## src/rtl/legv8_alu_arbiter_if.sv

```systemverilog
// Bundle of requester, ALU-side and response signals for the LEGv8 ALU arbiter.
// The slave modport is the arbiter; the master is the surrounding environment.
interface legv8_alu_arbiter_if #(
  parameter int unsigned DATA_W = 64
);
  logic              r0_valid;
  logic              r0_ready;
  logic [1:0]        r0_aluop;
  logic [10:0]       r0_opcode;
  logic [DATA_W-1:0] r0_a;
  logic [DATA_W-1:0] r0_b;

  logic              r1_valid;
  logic              r1_ready;
  logic [1:0]        r1_aluop;
  logic [10:0]       r1_opcode;
  logic [DATA_W-1:0] r1_a;
  logic [DATA_W-1:0] r1_b;

  logic [1:0]        alu_aluop;
  logic [10:0]       alu_opcode;
  logic [DATA_W-1:0] alu_a;
  logic [DATA_W-1:0] alu_b;
  logic [DATA_W-1:0] alu_result;
  logic              alu_zero;

  logic              rsp_valid;
  logic              rsp_ready;
  logic              rsp_id;
  logic [DATA_W-1:0] rsp_data;
  logic              rsp_zero;
  logic              busy;

  modport master (
    output r0_valid, r0_aluop, r0_opcode, r0_a, r0_b,
    output r1_valid, r1_aluop, r1_opcode, r1_a, r1_b,
    output alu_result, alu_zero, rsp_ready,
    input  r0_ready, r1_ready,
    input  alu_aluop, alu_opcode, alu_a, alu_b,
    input  rsp_valid, rsp_id, rsp_data, rsp_zero, busy
  );

  modport slave (
    input  r0_valid, r0_aluop, r0_opcode, r0_a, r0_b,
    input  r1_valid, r1_aluop, r1_opcode, r1_a, r1_b,
    input  alu_result, alu_zero, rsp_ready,
    output r0_ready, r1_ready,
    output alu_aluop, alu_opcode, alu_a, alu_b,
    output rsp_valid, rsp_id, rsp_data, rsp_zero, busy
  );
endinterface

```

## src/rtl/legv8_alu_arbiter.sv

```systemverilog
// Round-robin arbiter sharing one combinational LEGv8 ALU between two requesters.
// One operation in flight: accept (IDLE) -> ALU evaluates (EXEC) -> hold response (RESP).
module legv8_alu_arbiter #(
  parameter int unsigned DATA_W = 64
) (
  input  logic               clk,
  input  logic               reset,
  legv8_alu_arbiter_if.slave bus
);

  typedef enum logic [1:0] {
    StIdle,
    StExec,
    StResp
  } state_e;

  state_e            state_q, state_d;
  logic              last_served_q, last_served_d;
  logic              grant_id_q, grant_id_d;
  logic [1:0]        alu_aluop_q, alu_aluop_d;
  logic [10:0]       alu_opcode_q, alu_opcode_d;
  logic [DATA_W-1:0] alu_a_q, alu_a_d;
  logic [DATA_W-1:0] alu_b_q, alu_b_d;
  logic              rsp_id_q, rsp_id_d;
  logic [DATA_W-1:0] rsp_data_q, rsp_data_d;
  logic              rsp_zero_q, rsp_zero_d;

  logic is_idle;
  logic pick_r1;
  logic accept;

  assign is_idle = (state_q == StIdle);

  // Under contention the requester not served last wins; otherwise whoever is valid.
  assign pick_r1 = (bus.r0_valid && bus.r1_valid) ? ~last_served_q : bus.r1_valid;
  assign accept  = is_idle && (bus.r0_valid || bus.r1_valid);

  assign bus.r0_ready = is_idle && bus.r0_valid && !pick_r1;
  assign bus.r1_ready = is_idle && bus.r1_valid && pick_r1;

  always_comb begin
    state_d       = state_q;
    last_served_d = last_served_q;
    grant_id_d    = grant_id_q;
    alu_aluop_d   = alu_aluop_q;
    alu_opcode_d  = alu_opcode_q;
    alu_a_d       = alu_a_q;
    alu_b_d       = alu_b_q;
    rsp_id_d      = rsp_id_q;
    rsp_data_d    = rsp_data_q;
    rsp_zero_d    = rsp_zero_q;

    unique case (state_q)
      StIdle: begin
        if (accept) begin
          grant_id_d = pick_r1;
          // Only the winner's payload is sampled.
          if (pick_r1) begin
            alu_aluop_d  = bus.r1_aluop;
            alu_opcode_d = bus.r1_opcode;
            alu_a_d      = bus.r1_a;
            alu_b_d      = bus.r1_b;
          end else begin
            alu_aluop_d  = bus.r0_aluop;
            alu_opcode_d = bus.r0_opcode;
            alu_a_d      = bus.r0_a;
            alu_b_d      = bus.r0_b;
          end
          state_d = StExec;
        end
      end
      StExec: begin
        rsp_data_d    = bus.alu_result;
        rsp_zero_d    = bus.alu_zero;
        rsp_id_d      = grant_id_q;
        last_served_d = grant_id_q;
        state_d       = StResp;
      end
      StResp: begin
        if (bus.rsp_ready) begin
          state_d = StIdle;
        end
      end
      default: begin
        state_d = StIdle;
      end
    endcase
  end

  always_ff @(posedge clk) begin
    if (reset) begin
      state_q       <= StIdle;
      last_served_q <= 1'b1;
      grant_id_q    <= 1'b0;
      alu_aluop_q   <= '0;
      alu_opcode_q  <= '0;
      alu_a_q       <= '0;
      alu_b_q       <= '0;
      rsp_id_q      <= 1'b0;
      rsp_data_q    <= '0;
      rsp_zero_q    <= 1'b0;
    end else begin
      state_q       <= state_d;
      last_served_q <= last_served_d;
      grant_id_q    <= grant_id_d;
      alu_aluop_q   <= alu_aluop_d;
      alu_opcode_q  <= alu_opcode_d;
      alu_a_q       <= alu_a_d;
      alu_b_q       <= alu_b_d;
      rsp_id_q      <= rsp_id_d;
      rsp_data_q    <= rsp_data_d;
      rsp_zero_q    <= rsp_zero_d;
    end
  end

  assign bus.alu_aluop  = alu_aluop_q;
  assign bus.alu_opcode = alu_opcode_q;
  assign bus.alu_a      = alu_a_q;
  assign bus.alu_b      = alu_b_q;
  assign bus.rsp_valid  = (state_q == StResp);
  assign bus.rsp_id     = rsp_id_q;
  assign bus.rsp_data   = rsp_data_q;
  assign bus.rsp_zero   = rsp_zero_q;
  assign bus.busy       = !is_idle;

endmodule

```

## src/flat_wrapper.sv

```systemverilog
// flat-port wrapper written by rule: the top's interface ports become plain ports
module legv8_alu_arbiter_flat 
#(
  parameter int unsigned DATA_W = 64
)
  (clk, reset, bus_r0_valid, bus_r0_aluop, bus_r0_opcode, bus_r0_a, bus_r0_b, bus_r1_valid, bus_r1_aluop, bus_r1_opcode, bus_r1_a, bus_r1_b, bus_alu_result, bus_alu_zero, bus_rsp_ready, bus_r0_ready, bus_r1_ready, bus_alu_aluop, bus_alu_opcode, bus_alu_a, bus_alu_b, bus_rsp_valid, bus_rsp_id, bus_rsp_data, bus_rsp_zero, bus_busy);
  legv8_alu_arbiter_if #(.DATA_W(DATA_W)) bus_i ();
  input  logic clk;
  input  logic reset;
  input wire logic [$bits(bus_i.r0_valid)-1:0] bus_r0_valid;
  input wire logic [$bits(bus_i.r0_aluop)-1:0] bus_r0_aluop;
  input wire logic [$bits(bus_i.r0_opcode)-1:0] bus_r0_opcode;
  input wire logic [$bits(bus_i.r0_a)-1:0] bus_r0_a;
  input wire logic [$bits(bus_i.r0_b)-1:0] bus_r0_b;
  input wire logic [$bits(bus_i.r1_valid)-1:0] bus_r1_valid;
  input wire logic [$bits(bus_i.r1_aluop)-1:0] bus_r1_aluop;
  input wire logic [$bits(bus_i.r1_opcode)-1:0] bus_r1_opcode;
  input wire logic [$bits(bus_i.r1_a)-1:0] bus_r1_a;
  input wire logic [$bits(bus_i.r1_b)-1:0] bus_r1_b;
  input wire logic [$bits(bus_i.alu_result)-1:0] bus_alu_result;
  input wire logic [$bits(bus_i.alu_zero)-1:0] bus_alu_zero;
  input wire logic [$bits(bus_i.rsp_ready)-1:0] bus_rsp_ready;
  output wire logic [$bits(bus_i.r0_ready)-1:0] bus_r0_ready;
  output wire logic [$bits(bus_i.r1_ready)-1:0] bus_r1_ready;
  output wire logic [$bits(bus_i.alu_aluop)-1:0] bus_alu_aluop;
  output wire logic [$bits(bus_i.alu_opcode)-1:0] bus_alu_opcode;
  output wire logic [$bits(bus_i.alu_a)-1:0] bus_alu_a;
  output wire logic [$bits(bus_i.alu_b)-1:0] bus_alu_b;
  output wire logic [$bits(bus_i.rsp_valid)-1:0] bus_rsp_valid;
  output wire logic [$bits(bus_i.rsp_id)-1:0] bus_rsp_id;
  output wire logic [$bits(bus_i.rsp_data)-1:0] bus_rsp_data;
  output wire logic [$bits(bus_i.rsp_zero)-1:0] bus_rsp_zero;
  output wire logic [$bits(bus_i.busy)-1:0] bus_busy;
  assign bus_i.r0_valid = bus_r0_valid;
  assign bus_i.r0_aluop = bus_r0_aluop;
  assign bus_i.r0_opcode = bus_r0_opcode;
  assign bus_i.r0_a = bus_r0_a;
  assign bus_i.r0_b = bus_r0_b;
  assign bus_i.r1_valid = bus_r1_valid;
  assign bus_i.r1_aluop = bus_r1_aluop;
  assign bus_i.r1_opcode = bus_r1_opcode;
  assign bus_i.r1_a = bus_r1_a;
  assign bus_i.r1_b = bus_r1_b;
  assign bus_i.alu_result = bus_alu_result;
  assign bus_i.alu_zero = bus_alu_zero;
  assign bus_i.rsp_ready = bus_rsp_ready;
  assign bus_r0_ready = bus_i.r0_ready;
  assign bus_r1_ready = bus_i.r1_ready;
  assign bus_alu_aluop = bus_i.alu_aluop;
  assign bus_alu_opcode = bus_i.alu_opcode;
  assign bus_alu_a = bus_i.alu_a;
  assign bus_alu_b = bus_i.alu_b;
  assign bus_rsp_valid = bus_i.rsp_valid;
  assign bus_rsp_id = bus_i.rsp_id;
  assign bus_rsp_data = bus_i.rsp_data;
  assign bus_rsp_zero = bus_i.rsp_zero;
  assign bus_busy = bus_i.busy;
  legv8_alu_arbiter #(.DATA_W(DATA_W)) u_core (.clk(clk), .reset(reset), .bus(bus_i));
endmodule
```

## config.mk

```make
export PLATFORM = sky130hd
export DESIGN_NAME = legv8_alu_arbiter_flat
export DESIGN_NICKNAME = d
export VERILOG_FILES = /design/src/rtl/legv8_alu_arbiter_if.sv /design/src/rtl/legv8_alu_arbiter.sv /design/src/flat_wrapper.sv
export SDC_FILE = /design/constraint.sdc
export NUM_CORES = 1
export LEC_CHECK = 0
export CORE_AREA = 4 4 215 217
export CTS_CLUSTER_SIZE = 40
export DETAILED_ROUTE_END_ITERATION = 7
export DIE_AREA = 0 0 219 221
export SYNTH_ARGS = -nofsm -noshare
export SYNTH_HDL_FRONTEND = slang
export SYNTH_SLANG_ARGS = --single-unit
```

## constraint.sdc

```tcl
create_clock -name clk -period 2.1 [get_ports clk]
set_input_delay 0.525 -clock clk [delete_from_list [all_inputs] [get_ports clk]]
set_output_delay 0.525 -clock clk [all_outputs]
set_load 0.005 [all_outputs]
```

Word-level counts from Yosys, hierarchy flattened
Index checks and enable logic that the tools add are counted.
W data, S select, Z words.
{"block": "classes", "eq_ne": 4, "n_mux": 8, "bitwise": 1, "n_reduce_logical": 12}
{"op": "$mux W64", "count": 2}
{"op": "$mux W11", "count": 1}
{"op": "$logic_and A1 B1 Y1", "count": 6}
{"op": "$mux W2", "count": 3}
{"op": "$pmux W2 S3", "count": 1}
{"op": "$ne A2 B2 Y1 const B", "count": 2}
{"op": "$reduce_and A2 Y1", "count": 2}
{"op": "$eq A2 B1 Y1 const B", "count": 1}
{"op": "$eq A2 B2 Y1 const B", "count": 1}
{"op": "$logic_not A1 Y1", "count": 2}
{"op": "$logic_not A2 Y1", "count": 1}
{"op": "$logic_or A1 B1 Y1", "count": 1}
{"op": "$mux W1", "count": 1}
{"op": "$not A1 Y1", "count": 1}
{"block": "totals", "regBits": 211, "output_inout_bits": 211, "wordCells": 35}

Depth between registers and ports, before layout
Gate-level depths: netlist (run 1).
{"block": "depth", "depth_word": 4, "mapped_depth": 7, "depth_no_buf": 3}

Worst setup path before layout (run 1)
No wires, ideal clock.
{"block": "synth_path", "path_kind": "input-to-output", "startpoint": "input bus_r1_valid", "endpoint": "output bus_r0_ready", "arrival_ps": 1188, "slack_ps": 387, "cell_stages": 4, "path_buffers": 2, "path_cell_list": "a21boi_0 -> buf_2 -> clkbuf_1 -> nor2_1"}
{"block": "synth_via", "elab_chain_len": 4}
{"element": "from (decl)", "line": "flat_wrapper.sv:15", "rtl": "input wire logic [$bits(bus_i.r1_valid)-1:0] bus_r1_valid;"}
{"element": "$logic_and A1 B1 Y1", "line": "legv8_alu_arbiter.sv:35", "rtl": "assign pick_r1 = (bus.r0_valid && bus.r1_valid) ? ~last_served_q : bus.r1_valid;"}
{"element": "$mux W1 *", "line": "legv8_alu_arbiter.sv:35"}
{"element": "$logic_not A1 Y1 *", "line": "legv8_alu_arbiter.sv:38", "rtl": "assign bus.r0_ready = is_idle && bus.r0_valid && !pick_r1;"}
{"element": "$logic_and A1 B1 Y1 *", "line": "legv8_alu_arbiter.sv:38"}
{"element": "to (decl)", "line": "flat_wrapper.sv:23", "rtl": "output wire logic [$bits(bus_i.r0_ready)-1:0] bus_r0_ready;"}
Every way passes the cells marked *; elsewhere a longest branch is shown, timed or not.

Final worst setup path (run 1)
{"block": "layout_path", "startpoint": "input bus_r0_valid", "endpoint": "output bus_r1_ready"}
{"block": "layout_via", "elab_chain_len": 3}
{"element": "from (decl)", "line": "flat_wrapper.sv:10", "rtl": "input wire logic [$bits(bus_i.r0_valid)-1:0] bus_r0_valid;"}
{"element": "$logic_and A1 B1 Y1", "line": "legv8_alu_arbiter.sv:35"}
{"element": "$mux W1", "line": "legv8_alu_arbiter.sv:35"}
{"element": "$logic_and A1 B1 Y1", "line": "legv8_alu_arbiter.sv:39", "rtl": "assign bus.r1_ready = is_idle && bus.r1_valid && pick_r1;"}
{"element": "to (decl)", "line": "flat_wrapper.sv:24", "rtl": "output wire logic [$bits(bus_i.r1_ready)-1:0] bus_r1_ready;"}
No other way between the ends.

==> results.txt, run 1 <==
- For the worst setup path, the data arrival time is 1.54 ns.
* Cell class contributing the biggest share of worst-path delay: buffers and inverters
* Post-route minimum period: 2.07 ns
* Source of the critical timing path: bus_r0_valid
* Post-DRT Antenna Nets: 0
- Drc violations: 0
- Summing the areas of all fa, ha and maj instances in the mapped netlist gives 0% of the synthesized area.
- Post-synthesis mux area share: 0%
- From bottom edge to top edge, the die measures 221 um.
- Global-route usage over all layers: 16.0%
- Number of global-route vias before repair: 10500
- The Yosys step of the flow raised 0 warnings.
* Number of antenna violations at the first check in global routing: 1
- Net Count, Synth: 1461
- Outcome: finished clean
* Transition time of the tightest slew-check pin: 0.580 ns
- DRT Pass-1 Iters: 5
* Leading area contributor after synthesis: dfxtp_1
- Hold is met by 0.452 ns.
- The count of buffers added on input and output ports is 562.
* Area added between synthesis and finish: 81.3%
* Sequential area share after synthesis: 45.8%
* Number of DRC markers after the initial detailed-route iteration: 559
* Fraction of final layout cells with drive strength greater than 1: 11.7%
- The synthesized netlist devotes 30.4% of its cell area to compound gates.
- Final worst path period share: 98.4%
- For this configuration, the core starts out at a cell density of 20.9%.
- Setup repair after global routing missed its margin: false
* Placed standard-cell area: 15800 sq um
- A synthesized cell averages 8.31 sq um.
* Post-Route Setup TNS: 0 ns
* DIE WIDTH: 219 um
- CP Capture Type: output pin
- After synthesis, the cell types taking the most area are dfxtp_1, nand2_1, a311oi_2.
- Buffers inserted during clock tree synthesis total 26.
- Power spread over the standard cell area amounts to 762 nW/um^2.
- Count of cells along the worst register-to-register path: 7
* Dominant combinational cell family by area after synthesis: compound AO/OA/AOI/OAI gates
* Number of hold violations in the final report: 0
- Worst hold stages: 2
- Of the post-synthesis cell area, the dominant cell type holds 45.8%.
- Count of standard-cell rows: 77
- Dividing the detail-routed wire length by the instance count gives 18.5 um.
* Synth Cell Area: 9220 sq um
- For hold timing, the worst endpoint is u_core.bus.rsp_data[52]$_SDFFE_PP0N_.
- Of all nets on the critical path, the largest fanout is 3.
- On the final layout, the worst clock skew is 0.00743 ns.
- Cell internal power was estimated by the tool at 0.00916 W.
- Max Clock Freq: 484 MHz
* Final setup vio count: 0
- The synthesized netlist devotes 17.7% of its cell area to simple gates.
- The net count of the finished layout is 1995.
- Cell chosen for the clock root: clkbuf_16
- The path class of the tightest hold or removal check is flip-flop to flip-flop.
- The critical path is of the primary input to output pin type.
* Leakage power total: 6.06 nW
* Post-route standard cell area excluding fillers: 16700 sq um
* Number of fillers in the final layout: 4526
- Buffers from clock root to sink, at most: 3
* Clock Sinks: 211
- Xor/xnor share of the synthesized area: 0%
- Register-to-register setup slack: 0.15 ns
- First-pass GRT wire length: 62100 um
* Slew Limit Headroom: 61.4%
- At the worst endpoint, the required time is 1.57 ns.
* Maximum vdd ir drop: 577 uV
- Net switching is 28.0% of the power.
* Gate Count Post-Synth: 1109
* Post-DR vias/cell: 4.60
- CTS tree: yes
* Crit path buffers/inverters: 3
* Series of cell instances along the critical path: dlygate4sd2_1 > buf_4 > a21bo_4 > nor2_2 > clkdlybuf4s15_1
- In this run the number of H-tree levels came out at 1.
- Vias: 10400
- Largest net degree at the start of global routing: 96
- The worst register-to-register path ends at u_core.bus.alu_b[46]$_SDFFE_PP0P_.
- Launching element type of the critical path: primary input
* Crit path largest cell delay: 0.28 ns
* Portion of total power attributed to the clock network: 35.3%
- Overflow left after global routing: 0
* Commonest cells after routing, fill and taps aside: clkdlybuf4s50_1, nand2_1, a21oi_1, dfxtp_1, a311oi_2
* Clock transition at the register clock pins on the worst setup and hold paths after CTS: 0.05 ns
- The worst hold path begins at u_core.bus.rsp_data[52]$_SDFFE_PP0N_.
* Reg-to-reg critical path startpoint: u_core.state_q[0]$_SDFFE_PP0P_
* Post-synth cell types: 21
- The number of pins with negative max-slew slack in the final report is 0.
* CORE AREA: 44100 sq um
- After legalization and detailed placement, the total HPWL measured 30700 um.
- Leaving out fill and tap cells, the most frequent cell in the layout is clkdlybuf4s50_1.
* Weighted congestion at the end of routability-driven global placement: 0.809
- CP max stage cell: dlygate4sd2_1
* Full die area: 48400 sq um
* Routed Wire Length: 41800 um
- The synthesized design contains 211 register bits.
* Max-cap violation count: 0
- Summed over all nets, the switching power comes to 0.00357 W.
- Clock latency reported for the late side of the worst-skew pair: 0.53 ns
* Gate power share: 27.9%
- The share of total power dissipated in sequential elements is 36.9%.
* I/O pin count: 563
worst max path at each step:
stage | to | slack, ns | cells after the start
after CTS | bus_r0_ready | -0.05 | 4
after detailed placement | bus_r0_ready | -0.81 | 5
after global routing | bus_rsp_valid | 0.005 | 3
after floorplan | bus_r0_ready | 0.39 | 4
after global placement | bus_r0_ready | -0.83 | 5
final | bus_r1_ready | 0.03 | 5
flip-flops by register name, indices dropped and copies added (netlist names), 2 cells and up:
register	flops
u_core.bus.alu_a	64
u_core.bus.alu_aluop	2
u_core.bus.alu_b	64
u_core.bus.alu_opcode	11
u_core.bus.rsp_data	64
u_core.state_q	2
tightest hold or removal path, delay by kind of cell, from the launching register on:
kind             cells  cell delay (ns)
AND/OR/NAND/NOR      1             0.05
flip-flops           1             0.30
AO/OA/AOI/OAI        1             0.05
power groups by stage:
stage / combinational, W / clock (W) / sequential, W
finish: 0.00355 / 0.00449 / 0.00469
global route: 0.00381 / 0.00477 / 0.00474
CTS: 0.00359 / 0.00462 / 0.00469
detailed placement: 0.00356 / 0 / 0.00477
global placement: 0.00354 / 0 / 0.00476
floorplan: 0.00138 / 0 / 0.00477
area by class of cell:
| cell class | count | area (sq um) | area share [%] |
|---|---|---|---|
| Clock buffer | 41 | 798 | 4.78 |
| Clock inverter | 6 | 57.6 | 0.344 |
| Timing Repair Buffer | 623 | 6400 | 38.3 |
| Multi-Input combinational cell | 780 | 4480 | 26.8 |
| Antenna cell | 1 | 2.50 | 0.0150 |
| Tap cell | 592 | 741 | 4.43 |
| Inverter | 1 | 3.75 | 0.0225 |
| Sequential cell | 211 | 4230 | 25.3 |
cell usage after synthesis:
cell type / number
a311oi_1: 62
nand2_1: 415
nand2b_1: 2
or3b_2: 1
a22oi_1: 1
buf_4: 2
buf_6: 10
or2_1: 1
buf_1: 1
nor2_4: 1
clkbuf_1: 77
buf_2: 27
a21boi_0: 1
nor2_1: 3
a21bo_2: 1
a311oi_2: 79
inv_1: 1
a21oi_1: 209
and2_1: 1
dfxtp_1: 211
nor2b_1: 3
timing repair:
action                     CTS  global route
setup endpoints to repair    5             3
setup buffers                1             0
hold buffers                 0             0
pin swaps                    4             2
resized for setup           16             2
metal layers:
layer	vias to the layer above	wire length [um]	part of all wire, %	GRT usage, %
met1	4858	16400	39	18.3
met3	76	4070	9.7	5.23
met4	0	1460	3.5	5.59
li1	4961	-	-	-
met2	468	19900	48	27.7
met5	-	0	0	0
logic make-up (layout without fill, tap and decap cells):
group                  Yosys count  after routing
buffers and inverters          118            671
DFF                            211            211
and+or+nand+nor                427            427
AOI/OAI and AO/OA              353            353
other                            0              1
through the flow:
stage,power (W),instances,util (%),setup slack (ns)
detailed placement,0.00834,2207,35.9,-0.805
global route,0.0133,2255,37.9,0.00458
floorplan,0.00615,1109,-,0.387
finish,0.0127,2255,37.9,0.0346
CTS,0.0129,2255,37.9,-0.0522
global placement,0.00830,2207,35.9,-0.834
Note: power is estimated with default switching activity, not from simulation.
==> run 2: changes to the inputs <==
Settings changed: CAP_MARGIN set to 20, CELL_PAD_IN_SITES_DETAIL_PLACEMENT set to 0, CELL_PAD_IN_SITES_GLOBAL_PLACEMENT set to 1, CORE_AREA 4 4 215 217 to 4 4 217 219, DIE_AREA 0 0 219 221 to 0 0 221 223, PLACE_DENSITY_LB_ADDON set to 0.1, SLEW_MARGIN set to 5.
==> results.txt, run 2 (same netlist as run 1, synthesis figures left out) <==
- Outcome: finished clean
- For this block, the initial DRC count from the detailed router was 442.
- Maximum vdd ir drop: 455 uV
- Number of nets in the layout: 1993
* Worst EP required: 1.57 ns
* Type of the worst setup path: flip-flop to output pin
* Setup repair after global routing missed its margin: true
- Post-route minimum period: 2.05 ns
* Minimum hold slack: 0.453 ns
* Routed length per placed instance: 21.6 um
- Slew Limit Headroom: 59.9%
* Cell class contributing the biggest share of worst-path delay: buffers and inverters
- DIE WIDTH: 221 um
* Worst-case clock skew: 0.0185 ns
- The HPWL after detailed placement is 34200 um.
- Global routing used 18.4% of the available tracks.
* Number of global-route vias before repair: 10600
* Cts-stage hold buffer count: 0
* Most Frequent Cell on Critical Path: nor2_4
- For this design the ratio of total power to cell area is 783 nW/um^2.
- Drc violations: 0
- The tool flagged a number of max-cap violations equal to 0.
* CORE AREA: 45100 sq um
- Area used by multi-input combinational logic: 4490 sq um
- For this run, the share of the core covered by cells in the final layout is 37.1%.
- Crit path buffers/inverters: 3
- Largest net degree at the start of global routing: 86
* Final Max Slew Viols: 0
- The detail route stage leaves a number of antenna-violating nets equal to 0.
* Commonest cells after routing, fill and taps aside: clkdlybuf4s50_1, nand2_1, dfxtp_1
- CP max stage cell: dfxtp_2
- Leakage power total: 6.06 nW
- Final worst path period share: 97.4%
- For this configuration, the core starts out at a cell density of 20.4%.
- In this run the worst hold path is classified as flip-flop to flip-flop.
* Die Height: 223 um
* Count of standard-cell rows: 78
* Series of cell instances along the critical path: buf_4 > nor2_4 > inv_2 > nor2_4 > buf_6
- Transition time of the tightest slew-check pin: 0.602 ns
- Cell chosen for the clock root: clkbuf_16
- Clock tree synthesis inserted a total of 29 buffers.
* Max Clock Freq: 489 MHz
- Weighted congestion at the end of routability-driven global placement: 0.764
- Routed Wire Length: 48900 um
* First-pass GRT wire length: 70900 um
- The worst setup path is captured at an output pin.
* Critical Path AT: 1.52 ns
- At the placement stage, the worst setup path has a slack of -0.620 ns.
- Clock latency reported for the late side of the worst-skew pair: 0.56 ns
- Seq. cell area: 4230 sq um
- I/O Buffers: 562
- Global routing finished with a remaining overflow of 0.
* Fraction of final layout cells with drive strength greater than 1: 11.5%
- Full die area: 49300 sq um
- DRT Pass-1 Iters: 5
* Post-DR vias/cell: 4.54
* Number of antenna violations at the first check in global routing: 11
* Vias: 10300
- Register-to-register setup slack: 0.14 ns
* H-Tree Level Count: 1
- The area growth from synthesis to layout is 81.3%.
* Number of hold violations in the final report: 0
- Crit path max fanout: 4
- Least setup slack across all paths after layout: 0.0539 ns
* Most common library cell in the layout ignoring fill and taps: clkdlybuf4s50_1
* Clock transition at the register clock pins on the worst setup and hold paths after CTS: 0.06 ns
* I/O pin count: 563
- The worst setup path is launched from a flip-flop.
- In this run the deepest clock path goes through 3 buffers.
- Clock Sinks: 211
* Crit path largest cell delay: 0.32 ns
* Number of fillers in the final layout: 4677
* CTS tree: yes
- Setup violations remaining at the end of the flow were counted as 0.
run 2: power breakdown:
| group | switching (W) | leakage [nW] | total [W] | internal (W) |
|---|---|---|---|---|
| logic | 0.00163 | 3.87 | 0.00361 | 0.00198 |
| registers | 0.000226 | 1.74 | 0.00467 | 0.00444 |
| clock network | 0.00194 | 0.441 | 0.00481 | 0.00286 |
run 2: layer usage:
layer	part of all wire [%]	GRT usage [%]	up-vias
met4	2.4	4.75	6
li1	-	-	4971
met1	41	22.0	4888
met3	8.5	7.26	56
met5	0.084	0	-
met2	48	31.2	370
run 2: stage by stage:
step | setup TNS, ns | cells | instance area [sq um] | total power (W)
6_report | 0 | 2266 | 16700 | 0.0131
5_1_grt | -0.0380 | 2264 | 16700 | 0.0137
4_1_cts | -0.0414 | 2258 | 16700 | 0.0133
3_5_place_dp | -31.24 | 2208 | 15800 | 0.00838
3_3_place_gp | -27.61 | 2208 | 15800 | 0.00836
2_1_floorplan | 0 | 1109 | 9220 | 0.00615
run 2: repair_timing:
item / in CTS / in global routing
gates cloned: 0 / 1
gates resized for setup: 20 / 7
setup endpoints to repair: 4 / 72
pin swaps: 4 / 2
buffers inserted: 0 / 1
run 2: final cells by class:
type	instances	share of cell area, %
multi-input cells	780	26.8
clock inverters	4	0.314
diodes	6	0.0898
inverters	1	0.0225
well taps	600	4.49
flip-flops and latches	211	25.3
clock buffers	46	5.08
repair buffers	618	37.9
run 2: path summary, 6_finish.rpt:
| kind | startpoint | cells after the start | endpoint |
|---|---|---|---|
| setup / recovery | u_core.state_q[0]$_SDFFE_PP0P_ | 5 | bus_r1_ready |
| hold / removal | u_core.bus.rsp_data[28]$_SDFFE_PP0N_ | 2 | u_core.bus.rsp_data[28]$_SDFFE_PP0N_ |
| setup reg to reg | u_core.state_q[0]$_SDFFE_PP0P_ | 7 | u_core.bus.alu_a[43]$_SDFFE_PP0P_ |
| hold reg to reg | u_core.bus.rsp_data[28]$_SDFFE_PP0N_ | 2 | u_core.bus.rsp_data[28]$_SDFFE_PP0N_ |
run 2: tightest hold or removal path, stage by stage (launching register included):
cell,delay (ns)
dfxtp_1,0.30
nand2_1,0.05
a21oi_1,0.05
==> run 3: changes to the inputs <==
Settings changed: CTS_CLUSTER_SIZE 40 to 14.
==> results.txt, run 3 (same netlist as run 1, synthesis figures left out) <==
* Outcome: finished clean
* Starting density of the core: 20.4%
- Type of the worst setup path: flip-flop to output pin
- Sequential group share of total power: 34.9%
- Clock transition at the register clock pins on the worst setup and hold paths after CTS: 0.06 ns
* Final HPWL DP: 34200 um
* Post-DR vias/cell: 4.49
- The first routing iteration left 455 violations.
- Commonest cells after routing, fill and taps aside: clkdlybuf4s50_1, nand2_1, dfxtp_1
- Dividing the final minimum period by the clock period gives 98.3%.
- Series of cell instances along the critical path: or3b_4 > nor2_4 > buf_2
- Summed over all nets, wire length on met3 after detailed routing comes to 4040 um.
- The largest single stage delay on the critical path is 0.41 ns.
* First-pass GRT wire length: 70800 um
- Buffers from clock root to sink, at most: 3
* Drc violations: 0
- The routed design could run at a clock period as short as 2.06 ns.
- After detailed routing, the average wire length per cell comes to 21.5 um.
- On the critical path, the stage with the largest delay is an instance of or3b_4.
* H-Tree Level Count: 1
- Critical R2R Capture: u_core.bus.alu_a[43]$_SDFFE_PP0P_
* Crit path max fanout: 2
* Largest net degree at the start of global routing: 86
- The library cell used most frequently in the layout, excluding fill and tap cells, is clkdlybuf4s50_1.
- Reg-to-reg critical path startpoint: u_core.state_q[1]$_SDFFE_PP0P_
- In this design, the largest share of critical-path delay is due to simple AND/OR/NAND/NOR gates.
* Met1 wire length: 19900 um
- For the worst-skew pair, the clock arrives at the later sink with an insertion delay of 0.57 ns.
* Weighted congestion at the end of routability-driven global placement: 0.764
- Compared with the post-synthesis result, the final layout area differs by 82.1%.
* Setup repair after global routing missed its margin: true
- For the worst setup path, the data arrival time is 1.54 ns.
- Maximum vdd ir drop: 518 uV
- Top layer used by detailed routing: met5
- Routed Wire Length: 48800 um
- Number of nets in the layout: 1993
- Clock buffer count from CTS: 29
- Port buffering added 562 buffers.
- The tool flagged a number of max-cap violations equal to 0.
- For this run, the total global-route usage over all layers was measured as 18.4%.
- Post-DRT Antenna Nets: 0
* Full die area: 49300 sq um
- Register-to-register setup slack: 0.21 ns
* CP Capture Type: output pin
* Portion of total power attributed to the clock network: 38.1%
- Internal power: 0.00952 W
- Final cell count without fillers: 2273
- For the final routed database, the setup TNS stands at 0 ns.
- Hold is met by 0.452 ns.
- Die Height: 223 um
- Clock Sinks: 211
* Beginning of the worst hold path: u_core.bus.rsp_data[28]$_SDFFE_PP0N_
- Final setup vio count: 0
- 563 I/O pins were placed.
- DRT Pass-1 Iters: 6
- Detailed routing inserted a total of 10200 vias.
* Pwr per Cell Area: 796 nW/um^2
- Max Clock Freq: 484 MHz
* Placed cells: 2208
- Headroom to the max-slew limit came out at 59.8%.
* Leakage power total: 6.08 nW
* Worst EP required: 1.57 ns
- Worst-case clock skew: 0.0175 ns
- Number of hold violations in the final report: 0
* Number of antenna violations at the first check in global routing: 12
- Number of global-route vias before repair: 10500
- Counting both buffers and inverters, the worst setup path holds a total of 1.
* Overflow left after global routing: 0
- Net Sw Frac: 28.7%
- Of the total power, combinational logic draws 26.9%.
- The number of pins with negative max-slew slack in the final report is 0.
* Wire length on met2: 23800 um
- For the worst flop-to-flop path, the logic depth is 7.
- The root buffer cell chosen for the clock tree is clkbuf_16.
* Launching element type of the critical path: flip-flop
- TritonCTS built the clock tree.
* DIE WIDTH: 221 um
- At the pin with the least slew margin, the transition time is 0.604 ns.
* Worst Hold Endpoint: u_core.bus.rsp_data[28]$_SDFFE_PP0N_
- In the final layout, the share of cells above drive strength 1 is 11.8%.
* Cts-stage hold buffer count: 0
* Hold WC Path Type: flip-flop to flip-flop
* Sw Pwr: 0.00383 W
- Worst hold stages: 2
* Count of standard-cell rows: 78
* CORE AREA: 45100 sq um
-- run 3: layout make-up --
type / instances / area [sq um]
Fill cell: 4669 / 28300
Timing Repair Buffer: 618 / 6320
Antenna cell: 9 / 22.5
Inverter: 1 / 3.75
Clock inverter: 6 / 87.6
Tap cell: 600 / 751
Multi-Input combinational cell: 780 / 4490
Clock buffer: 48 / 887
Sequential cell: 211 / 4230
-- run 3: metal layers --
layer | GRT usage (%) | vias to the layer above
met4 | 4.89 | 6
li1 | - | 4975
met5 | 0 | -
met2 | 31.2 | 347
met3 | 7.00 | 54
met1 | 22.0 | 4817
-- run 3: worst max-delay path by stage --
stage	startpoint	to	slack, ns	cells after the start
CTS	u_core.state_q[1]$_SDFFE_PP0P_	bus_r0_ready	-0.06	3
global route	u_core.state_q[0]$_SDFFE_PP0P_	bus_r0_ready	-0.04	3
detailed placement	bus_r0_valid	bus_r0_ready	-0.62	4
global placement	bus_r0_valid	bus_r0_ready	-0.61	4
finish	u_core.state_q[0]$_SDFFE_PP0P_	bus_r0_ready	0.04	3
floorplan	bus_r1_valid	bus_r0_ready	0.39	4
-- run 3: tightest hold or removal path, stage by stage, from the launching register on --
cell and delay, ns:
dfxtp_1 0.30, nand2_1 0.05, a21oi_1 0.05
-- run 3: power by group through the flow --
stage | combinational, W | clock [W] | sequential [W]
floorplan | 0.00138 | 0 | 0.00477
global placement | 0.00363 | 0 | 0.00473
detailed placement | 0.00363 | 0 | 0.00474
CTS | 0.00364 | 0.00527 | 0.00467
global route | 0.00388 | 0.00543 | 0.00472
finish | 0.00360 | 0.00510 | 0.00467
-- run 3: metrics by stage --
step | utilization [%] | area (sq um) | power, W | worst slack (ns)
final | 37.2 | 16800 | 0.0134 | 0.0357
after global routing | 37.2 | 16800 | 0.0140 | -0.0445
after CTS | 37.1 | 16700 | 0.0136 | -0.0555
after detailed placement | 34.9 | 15800 | 0.00838 | -0.620
after global placement | 34.9 | 15800 | 0.00836 | -0.610
after floorplan | - | 9220 | 0.00615 | 0.387
-- run 3: what timing repair did --
| action | 4_1_cts | 5_1_grt |
|---|---|---|
| buffers inserted | 0 | 1 |
| pin swaps | 2 | 3 |
| cloned | 0 | 1 |
| gates resized for setup | 20 | 6 |
| endpoints found under the hold margin | 0 | 0 |
| endpoints found under the setup margin | 5 | 46 |
==> RTL change (settings of run 1) <==
The 3 states of `state_e` get a one-hot encoding in 3 bits.
--- a/src/rtl/legv8_alu_arbiter.sv
+++ b/src/rtl/legv8_alu_arbiter.sv
@@ -10,6 +10,6 @@
 
-  typedef enum logic [1:0] {
-    StIdle,
-    StExec,
-    StResp
+  typedef enum logic [2:0] {
+    StIdle = 3'b001,
+    StExec = 3'b010,
+    StResp = 3'b100
   } state_e;
Formal check against the unedited RTL: same outputs for any inputs over 4 cycles, from zero or initial values and one cycle with reset high; so few cycles prove little.
==> RTL change against run 1 <==
- the flow now finishes with violations (negative setup slack)
- sequential cell count grew 1
- routed wire length shrank 3.3%
- setup slack lost 0.050 ns
- area after synthesis shrank 3.1%
- global-route usage shrank 0.61 points
- first-iteration DRC count shrank 15%
- cell area shrank 2.4%
- power grew 0.30%
- largest power group unchanged
- core utilization shrank 0.92 points
==> RTL change: results (changes against run 1) <==
\begin{tabular}{lr}
\hline
Metric & Value \\
\hline
\multicolumn{2}{l}{\textbf{Outcome}} \\
Run status & finished, violations left \\
Violations in the final reports & negative setup slack \\
\multicolumn{2}{l}{\textbf{STA}} \\
Worst setup margin & -0.0150 ns (-0.0497 ns) \\
Setup-failing EPs final & 1 (+1) \\
Post-Route Setup TNS & -0.0150 ns (-0.0150 ns) \\
Clock Skews & 0.00889 ns (+0.00146 ns) \\
Max-slew headroom & 48.0\% (-13 points) \\
\multicolumn{2}{l}{\textbf{Logic synthesis}} \\
Sequential cell area fraction in the yosys report & 47.5\% (+1.7 points) \\
Net Count, Synth & 1325 (-9.3\%) \\
Mean cell area of the mapped netlist & 9.18 um2 (+10\%) \\
Proportion of register bits with asynchronous set or reset after synthesis & 0\% (unchanged) \\
Most numerous cell types in the synthesized netlist & sky130\_fd\_sc\_hd\_\_dfxtp\_1 (212), sky130\_fd\_sc\_hd\_\_nand2b\_1 (141), sky130\_fd\_sc\_hd\_\_o32ai\_1 (141) \\
Cell variety after synth & 24 (+14\%) \\
Ranking of synthesized cells by area & sky130\_fd\_sc\_hd\_\_dfxtp\_1 (48\%), sky130\_fd\_sc\_hd\_\_o32ai\_1 (14\%), sky130\_fd\_sc\_hd\_\_a22oi\_1 (11\%) \\
\multicolumn{2}{l}{\textbf{Pwr}} \\
Overall power of the completed layout & 12.8 mW (+0.30\%) \\
Static power due to leakage & 5.96 nW (-1.7\%) \\
P\_sw & 3.44 mW (-3.7\%) \\
Power attributed to the clock group & 4.49 mW (about the same) \\
Worst ir drop on vdd & 691 uV (+20\%) \\
\multicolumn{2}{l}{\textbf{Setup path}} \\
Arrival @ worst endpoint & 1.59 ns (+0.05 ns) \\
\multicolumn{2}{l}{\textbf{Route}} \\
Initial detailed-routing violation count & 474 (-15\%) \\
Mean number of vias per cell & 4.62 (+0.52\%) \\
Via count & 9770 (-5.7\%) \\
Total wire length & 40.4 mm (-3.3\%) \\
\multicolumn{2}{l}{\textbf{Place}} \\
Worst setup timing slack at the placement stage & -0.672 ns (+0.133 ns) \\
Buffers on Ports & 562 (unchanged) \\
DP Wirelength & 29.8 mm (-3.1\%) \\
Total placed instance area & 15400 um2 (-2.6\%) \\
Number of instances in the placed design & 2068 (-6.3\%) \\
Placer congestion estimate & 0.799 (-1.2\%) \\
\multicolumn{2}{l}{\textbf{Global routing}} \\
GRT Total Usage & 15.4\% (-0.61 points) \\
Maximum number of pins on one net before global-route repair & 121 (+26\%) \\
First-pass GRT wire length & 59.2 mm (-4.7\%) \\
Number of global-route vias before repair & 9912 (-5.8\%) \\
\multicolumn{2}{l}{\textbf{Layout}} \\
Count of nets after finishing & 1858 (-6.9\%) \\
Share of cells above drive strength 1 & 8.54\% (-3.2 points) \\
\multicolumn{2}{l}{\textbf{Clock tree}} \\
Inserted Clock Buffers & 25 (-3.8\%) \\
\hline
\end{tabular}
==> RTL change: worst paths after layout <==
path                          start  depth (start not counted)  slack, ns                endpoint
min                           reset                          3       0.42       u_core.grant_id_q
max reg2reg       u_core.state_q[2]                          6       0.19    u_core.bus.alu_b[26]
min reg2reg  u_core.bus.rsp_data[3]                          2       0.45  u_core.bus.rsp_data[3]
max               u_core.state_q[2]                          5      -0.02            bus_r0_ready
==> RTL change: area by class of cell <==
class	count	area (um2)
diodes	1	2.50
flip-flops and latches	212	4250
clock buffers	33	706
multi-input cells	639	4210
repair buffers	623	6240
inverters	5	21.3
well taps	592	741
clock inverters	10	131
fillers	4517	27800
==> RTL change: cell families (layout without fill, tap and decap cells) <==
logic type | count (synthesis) | count (layout) | synth area share (%)
compound gates | 355 | 355 | 30.4
other cells | 0 | 1 | 0
simple gates | 284 | 284 | 16.2
flops | 212 | 212 | 47.5
buf+inv | 122 | 671 | 5.92
==> RTL change: layer usage <==
layer  track usage [%]  wire length (um)
met4              4.02              1050
met2              27.1             19900
met1              17.7             15700
met5                 0                 0
met3              5.23              3710
==> RTL change: critical path, stage by stage, from the launching register on <==
cell	delay, ns
sky130_fd_sc_hd__dfxtp_2	0.33
sky130_fd_sc_hd__nor3b_4	0.22
sky130_fd_sc_hd__inv_2	0.07
sky130_fd_sc_hd__buf_6	0.13
sky130_fd_sc_hd__nor3_4	0.17
sky130_fd_sc_hd__buf_6	0.14
==> RTL change: what timing repair did <==
action	4_1_cts	5_1_grt
pin swaps	3	2
resized for setup	23	4
setup endpoints to repair	4	5
setup buffers	1	2
